`src/rtl/regr2w_seq_if.sv`:
```
// Handshake bundle for regr2w_seq: request-word input side and
// one-code-at-a-time {_reg, w} output side.
// slave  : the encoder/serializer view.
// master : the control-unit / consumer view.
interface regr2w_seq_if;
    logic        req_valid;
    logic        req_ready;
    logic [15:0] req;
    logic        out_valid;
    logic        out_ready;
    logic [2:0]  _reg;
    logic        w;
    logic        last;
    logic [4:0]  remain;
    logic        done;

    modport slave (
        input  req_valid, req, out_ready,
        output req_ready, out_valid, _reg, w, last, remain, done
    );

    modport master (
        output req_valid, req, out_ready,
        input  req_ready, out_valid, _reg, w, last, remain, done
    );
endinterface

```
`src/rtl/regr2w_seq.sv`:
```
// regr2w_seq: register-select encoder/serializer.
// Takes a 16-bit multi-hot register-control mask and emits one {_reg, w}
// code per output handshake. Bit i of the mask maps to code c = 15 - i.
// Optional feature macro: REGR2W_ROUNDROBIN_EN selects round-robin code
// selection (pointer of last emitted code); default is fixed priority,
// lowest code first.
module regr2w_seq (
    input  logic          clk,
    input  logic          rst,
    regr2w_seq_if.slave   bus
);
    typedef enum logic {
        IDLE = 1'b0,
        EMIT = 1'b1
    } state_e;

    state_e      state_q, state_d;
    logic [15:0] pend_q, pend_d;
    logic [4:0]  remain_q, remain_d;
    logic        done_q, done_d;
    logic [3:0]  sel_code;
    logic [4:0]  req_count;

    // Number of set bits in the incoming word, loaded into the remain counter on accept.
    always_comb begin
        req_count = 5'd0;
        for (int i = 0; i < 16; i++) begin
            req_count = req_count + 5'(bus.req[i]);
        end
    end

`ifdef REGR2W_ROUNDROBIN_EN
    logic [3:0] ptr_q, ptr_d;
    logic [3:0] cand;

    // Round-robin pick: first pending code at ptr+1, ptr+2, ... (mod 16); smallest offset wins.
    always_comb begin
        sel_code = 4'd0;
        cand     = 4'd0;
        for (int k = 16; k >= 1; k--) begin
            cand = ptr_q + 4'(k);
            if (pend_q[4'd15 - cand]) begin
                sel_code = cand;
            end
        end
    end
`else
    // Fixed-priority pick: lowest pending code, i.e. highest set mask bit.
    always_comb begin
        sel_code = 4'd0;
        for (int c = 15; c >= 0; c--) begin
            if (pend_q[15 - c]) begin
                sel_code = 4'(c);
            end
        end
    end
`endif

    // Next-state logic for the IDLE/EMIT sequencer, pending mask, counter and done pulse.
    always_comb begin
        state_d  = state_q;
        pend_d   = pend_q;
        remain_d = remain_q;
        done_d   = 1'b0;
`ifdef REGR2W_ROUNDROBIN_EN
        ptr_d    = ptr_q;
`endif
        case (state_q)
            IDLE: begin
                if (bus.req_valid) begin
                    if (bus.req != 16'd0) begin
                        pend_d   = bus.req;
                        remain_d = req_count;
                        state_d  = EMIT;
                    end else begin
                        // An empty word is serviced immediately.
                        done_d = 1'b1;
                    end
                end
            end
            EMIT: begin
                if (bus.out_ready) begin
                    pend_d   = pend_q & ~(16'h8000 >> sel_code);
                    remain_d = remain_q - 5'd1;
`ifdef REGR2W_ROUNDROBIN_EN
                    ptr_d    = sel_code;
`endif
                    if (remain_q == 5'd1) begin
                        state_d = IDLE;
                        done_d  = 1'b1;
                    end
                end
            end
            default: begin
                state_d = IDLE;
            end
        endcase
    end

    // State registers; reset abandons any word in flight without a done pulse.
    always_ff @(posedge clk) begin
        if (rst) begin
            state_q  <= IDLE;
            pend_q   <= 16'd0;
            remain_q <= 5'd0;
            done_q   <= 1'b0;
`ifdef REGR2W_ROUNDROBIN_EN
            ptr_q    <= 4'd15;
`endif
        end else begin
            state_q  <= state_d;
            pend_q   <= pend_d;
            remain_q <= remain_d;
            done_q   <= done_d;
`ifdef REGR2W_ROUNDROBIN_EN
            ptr_q    <= ptr_d;
`endif
        end
    end

    // Code fields are forced to zero outside EMIT so idle outputs match reset values.
    assign bus.req_ready = (state_q == IDLE);
    assign bus.out_valid = (state_q == EMIT);
    assign bus._reg      = (state_q == EMIT) ? sel_code[3:1] : 3'd0;
    assign bus.w         = (state_q == EMIT) ? sel_code[0] : 1'b0;
    assign bus.last      = (state_q == EMIT) && (remain_q == 5'd1);
    assign bus.remain    = remain_q;
    assign bus.done      = done_q;

endmodule

```
`src/flat_wrapper.sv`:
```
// flat-port wrapper written by rule: the top's interface ports become plain ports
module regr2w_seq_flat 
  (clk, rst, bus_req_valid, bus_req, bus_out_ready, bus_req_ready, bus_out_valid, bus__reg, bus_w, bus_last, bus_remain, bus_done);
  regr2w_seq_if bus_i ();
  input  logic clk;
  input  logic rst;
  input wire logic [$bits(bus_i.req_valid)-1:0] bus_req_valid;
  input wire logic [$bits(bus_i.req)-1:0] bus_req;
  input wire logic [$bits(bus_i.out_ready)-1:0] bus_out_ready;
  output wire logic [$bits(bus_i.req_ready)-1:0] bus_req_ready;
  output wire logic [$bits(bus_i.out_valid)-1:0] bus_out_valid;
  output wire logic [$bits(bus_i._reg)-1:0] bus__reg;
  output wire logic [$bits(bus_i.w)-1:0] bus_w;
  output wire logic [$bits(bus_i.last)-1:0] bus_last;
  output wire logic [$bits(bus_i.remain)-1:0] bus_remain;
  output wire logic [$bits(bus_i.done)-1:0] bus_done;
  assign bus_i.req_valid = bus_req_valid;
  assign bus_i.req = bus_req;
  assign bus_i.out_ready = bus_out_ready;
  assign bus_req_ready = bus_i.req_ready;
  assign bus_out_valid = bus_i.out_valid;
  assign bus__reg = bus_i._reg;
  assign bus_w = bus_i.w;
  assign bus_last = bus_i.last;
  assign bus_remain = bus_i.remain;
  assign bus_done = bus_i.done;
  regr2w_seq u_core (.clk(clk), .rst(rst), .bus(bus_i));
endmodule
```
`config.mk`:
```
export PLATFORM = sky130hd
export DESIGN_NAME = regr2w_seq_flat
export DESIGN_NICKNAME = d
export VERILOG_FILES = /design/src/rtl/regr2w_seq_if.sv /design/src/rtl/regr2w_seq.sv /design/src/flat_wrapper.sv
export SDC_FILE = /design/constraint.sdc
export NUM_CORES = 1
export LEC_CHECK = 0
export CAP_MARGIN = 0
export CORE_MARGIN = 2
export CORE_UTILIZATION = 45
export DETAILED_ROUTE_END_ITERATION = 12
export GPL_ROUTABILITY_DRIVEN = 1
export GPL_TIMING_DRIVEN = 0
export PLACE_DENSITY = 0.83
export SYNTH_ARGS = -nofsm -noshare
export SYNTH_HDL_FRONTEND = slang
export SYNTH_SLANG_ARGS = --single-unit
export TNS_END_PERCENT = 50
```
`constraint.sdc`:
```
create_clock -name clk -period 3.95 [get_ports clk]
set_input_delay 0.395 -clock clk [delete_from_list [all_inputs] [get_ports clk]]
set_output_delay 0.395 -clock clk [all_outputs]
set_load 0.005 [all_outputs]
```
Yosys cells after proc, flatten, opt, wreduce, memory -nomap -nowiden:

Cells that the tools add are included.

* add/sub/neg operators: 16
* equal/unequal tests: 4
* shift operators: 1
* multiplexer cells: 36
* bitwise gates (word level): 3
* reduce and logical (&&, ||, !) cells: 3

Operators by type and width (count)
* $add A5 B1 Y5: 14
* $mux W4: 16
* $mux W16: 3
* $pmux W16 S2: 1
* $and A16 B16 Y16: 1
* $not A16 Y16: 1
* $reduce_bool A16 Y1: 1
* $shr A16 B4 Y16 const A: 1
* $mux W5: 3
* $pmux W5 S2: 1
* $mux W1: 9
* $eq A5 B1 Y1 const B: 1
* $sub A5 B1 Y5 const B: 1
* $ne A2 B2 Y1 const B: 2
* $pmux W1 S2: 2
* $mux W3: 1
* $reduce_and A3 Y1: 1
* $add A1 B1 Y2: 1
* $ne A2 B1 Y1 const B: 1
* $logic_and A1 B1 Y1: 1
* $not A1 Y1: 1

* bits in registers: 23
* input port bits: 20

Longest topological paths before layout:

* depth after elaboration: 21
* mapped depth: 16

Worst setup path after synthesis:

No wires, ideal clock.

* path kind: input-to-reg
* from: input bus_req[0]
* to: register u_core.remain_q[3] (netlist: u_core.bus.remain[3])
* data arrival time: 3.849 ns
* required time: 3.828 ns
* setup slack: -0.021 ns
* cell stages on the path: 14
* buffers on the path: 0
* cells stage by stage: inv_1 > ha_1 > inv_1 > fa_1 > fa_1 > fa_1 > fa_1 > inv_1 > fa_1 > a21o_1 > a21oi_1 > xor2_1 > nor4_1 > a311o_1

* word-level cells in the longest chain between the ends: 18
* elaborated cells between the ends (all ways): 21
* classes of those cells: add/sub: 15; eq/ne: 1; mux: 3; reduce/logical: 2

RTL lines
* start, declared: line flat_wrapper.sv:8 `input wire logic [$bits(bus_i.req)-1:0] bus_req;`
* $add A1 B1 Y2: line regr2w_seq.sv:28 `req_count = req_count + 5'(bus.req[i]);`
* $add A5 B1 Y5 (14 in series): line regr2w_seq.sv:28
* $mux W5: line regr2w_seq.sv:71 `if (bus.req != 16'd0) begin`
* $mux W5: line regr2w_seq.sv:70 `if (bus.req_valid) begin`
* $pmux W5 S2: line regr2w_seq.sv:68 `case (state_q)`
* end signal, assigned: line regr2w_seq.sv:113 `remain_q <= remain_d;`
* end, declared: line regr2w_seq.sv:19 `logic [4:0] remain_q, remain_d;`

Parallel ways exist; a longest one is shown, timed or not. The select of a mux whose other input is x is not followed.
A chain may end at the register's enable or synchronous reset.

Worst setup path in the final report:

* from: input bus_req[10]
* to: register u_core.remain_q[3] (netlist: u_core.bus.remain[3])

* word-level cells in the longest chain between the ends: 9
* elaborated cells between the ends (all ways): 12
* classes of those cells: add/sub: 6; eq/ne: 1; mux: 3; reduce/logical: 2

RTL lines (line)
* $add A5 B1 Y5 (6 in series): regr2w_seq.sv:28
* $mux W5: regr2w_seq.sv:71
* $mux W5: regr2w_seq.sv:70
* $pmux W5 S2: regr2w_seq.sv:68

Parallel ways exist; a longest one is shown, timed or not. The select of a mux whose other input is x is not followed.

==> metrics.yaml <==
p_per_area_nw_per_um2: 420.5
clock_path_buffers: 2
final_cell_mix: "inv_1, clkdlybuf4s50_1, dfxtp_1, a21oi_1, nor2_1"
status: "finished clean"
fillers: 407
fin_crit_sh: 0.9663
core_um2: 4324
wire_per_inst_um: 17.49
place_congestion: 0.9407
dp_hpwl_mm: 4.489
cp-end-kind: "register"
syn_area_um2: 2011
numPortBuffers: 32
regArea_um2: 460.4
finalNetCount: 322
cp_common_cell: "fa_1"
die-area_um2: 5019
critical_path_class: "input pin to register"
ant_nets: 0
rows: 24
dr.pass1.iters: 5
track_usage: 0.2455
peakVddDrop_v: 0.0003795
netlist_instances: 245
reg2reg_depth: 6
cts_tree: "yes"
post_dp_cell_area_um2: 2396
skew_ps: 5.133
antenna_found_initial: 0
cp_data_arrival_time_ps: 3980
cts.clk_slew.worst_paths_ps: 90
drt_iter0_drc: 181
fin_util: 0.5744
hp-start: "bus_req[1]"
setup_viol: 0
synth.area.mux_share: 0.03983
syn_area_per_cell_um2: 8.207
hp-class: "input pin to register"
synth_edf_count: 0
synth_fa_ha_area_frac: 0.1556
multi_input_area_um2: 1416
synth_compound_area_frac: 0.2589
final_common_cell: "inv_1"
period_needed_ps: 3817
critPathMaxStageDelay_ps: 540
vias_per_cell: 6.344
cts_inserted_buffers: 3
synth_xor_area_frac: 0.008712
holdPathEnd: "u_core.pend_q[1]$_SDFFE_PP0P_"
leakagePower_nw: 1.018
grt_pass1_wl_mm: 9.860
grt_max_degree: 14
required_ps: 4110
crit_chain: "clkdlybuf4s15_1, inv_1, fa_1, fa_1, fa_2, fa_1, inv_1, fa_2, a21o_1, a21oi_2, xor2_1, nor4_2, a311o_1"
cts-htree-levels: 1
synth-simple-area-share: 0.2222
r2r_start: "u_core.bus.out_valid$_SDFF_PP0_"
areaGrowthSynthToFinish_pct: 23.52
die_h_um: 70.85
fmax_mhz: 262.0
yosysSeqAreaShare: 0.2290
fp.dieW_um: 70.85
postCtsHoldBufs: 0
maxCapViolCount: 0
reg2reg_slack_ps: 1400
critPathMaxFanout: 4
ys_types: 60
final_area_um2: 2484
yosysWarnings: 0
ys_ff_latch: 23
hold_depth: 3
synth_ff_type: "dfxtp_1"
synth_top_family_by_area: "compound AO/OA/AOI/OAI gates"
slew_headroom: 0.2744
syn_nets: 284
grt_setup_unrepaired: "false"
pin_count: 33
drive_gt1_frac: 0.1170
overflow: 0
grt_pass1_vias: 2121
antenna_cells: 0
slowest_stage: "fa_1"
slew_violations: 0
clk_latency_ps: 270
drc_errors: 0
worst_pin_slew_ps: 1078
via_count: 2119
start_util: 0.4650
cts_root_buf: "clkbuf_8"
ys_async_sr_fraction: 0
cts_sinks: 23
r2r-end: "u_core.bus.remain[3]$_SDFFE_PP0P_"
hold_violations: 0
start_kind: "input pin"
finalWirelength_mm: 5.842
## area by class of cell
class	instances	share of cell area
Inverter	32	0.04937
Timing Repair Buffer	33	0.1290
Clock buffer	3	0.01662
Buffer	9	0.02116
Multi-Input combinational cell	181	0.5703
Sequential cell	23	0.1854
Clock inverter	1	0.002015
Tap cell	52	0.02620
## worst max-delay path: cells and delay by family
family | cells | cell delay (ps)
XOR/XNOR | 1 | 200
buffers and inverters | 3 | 440
adder cells (fa/ha/maj) | 5 | 2280
AND/OR/NAND/NOR | 1 | 60
AO/OA/AOI/OAI | 3 | 590
## cell families (layout without fill, tap and decap cells)
group                    count (synthesis)  count (layout)
buffers and inverters                   41              78
adder cells (fa/ha/maj)                 19              19
XOR/XNOR                                 2               2
flip-flops                              23              23
AND/OR/NAND/NOR                         79              79
AO/OA/AOI/OAI                           73              73
multiplexers                             8               8
## cells in the mapped netlist (all sizes together) (4+ instances only)
master / instances / area (um^2)
a21oi: 21 / 105.1
nor3: 5 / 25.02
a221oi: 4 / 47.55
ha: 9 / 112.6
nand3: 7 / 35.03
inv: 31 / 116.4
nand2: 15 / 72.57
nor4: 6 / 37.54
clkbuf: 6 / 26.28
o21ai: 12 / 60.06
a31oi: 4 / 25.02
mux2i: 8 / 80.08
dfxtp: 23 / 460.4
a311oi: 5 / 50.04
and3: 7 / 43.79
or4: 4 / 33.78
fa: 10 / 200.2
a211oi: 5 / 47.54
nor2: 17 / 63.81
## worst max-delay path by stage
stage | from | to | slack (ps) | depth (start not counted)
floorplan | bus_req[0] | u_core.bus.remain[3]$_SDFFE_PP0P_ | 10 | 14
global placement | bus_req[0] | u_core.bus.remain[3]$_SDFFE_PP0P_ | -690 | 15
detailed placement | bus_req[0] | u_core.bus.remain[3]$_SDFFE_PP0P_ | -790 | 15
CTS | bus_req[1] | u_core.bus.remain[3]$_SDFFE_PP0P_ | 30 | 15
global route | bus_req[1] | u_core.bus.remain[3]$_SDFFE_PP0P_ | 9 | 15
finish | bus_req[10] | u_core.bus.remain[3]$_SDFFE_PP0P_ | 130 | 13
## metrics by stage
stage               hold slack (ps)  total power [mW]  worst slack [ps]  TNS, ps  std cells
floorplan                     473.1            0.6660             13.40        0        245
global placement              480.1            0.8374            -695.0    -2811        329
detailed placement            479.8            0.8562            -793.3    -3131        329
CTS                           431.9             1.035             26.13        0        334
global route                  433.7             1.133             8.794        0        334
finish                        408.9             1.044             133.1        0        334
## power by group
| part | switching (mW) | total [mW] | internal, mW |
|---|---|---|---|
| combinational | 0.320 | 0.595 | 0.275 |
| sequential | 0.0366 | 0.298 | 0.262 |
| clock | 0.0811 | 0.152 | 0.0705 |
## routing by layer
metal,wire length [um],share of wire,global-route usage,vias up
li1,-,-,-,978
met1,2291,0.39,0.3043,988
met2,2782,0.48,0.4268,121
met3,481,0.082,0.02991,32
met4,287,0.049,0.1090,0
met5,0,0,0,-
## repair_timing
action                     in CTS  in global routing
setup endpoints to repair       5                  4
pin swaps                      12                  5
gates resized for setup        22                 16
buffers inserted                1                  0
## state kept, by name (all words and copies together), names as in the netlist
| name | cells |
|---|---|
| u_core.bus.done | 1 |
| u_core.bus.out_valid | 1 |
| u_core.bus.remain | 5 |
| u_core.pend_q | 16 |
Power figures use the tool's default switching activity.
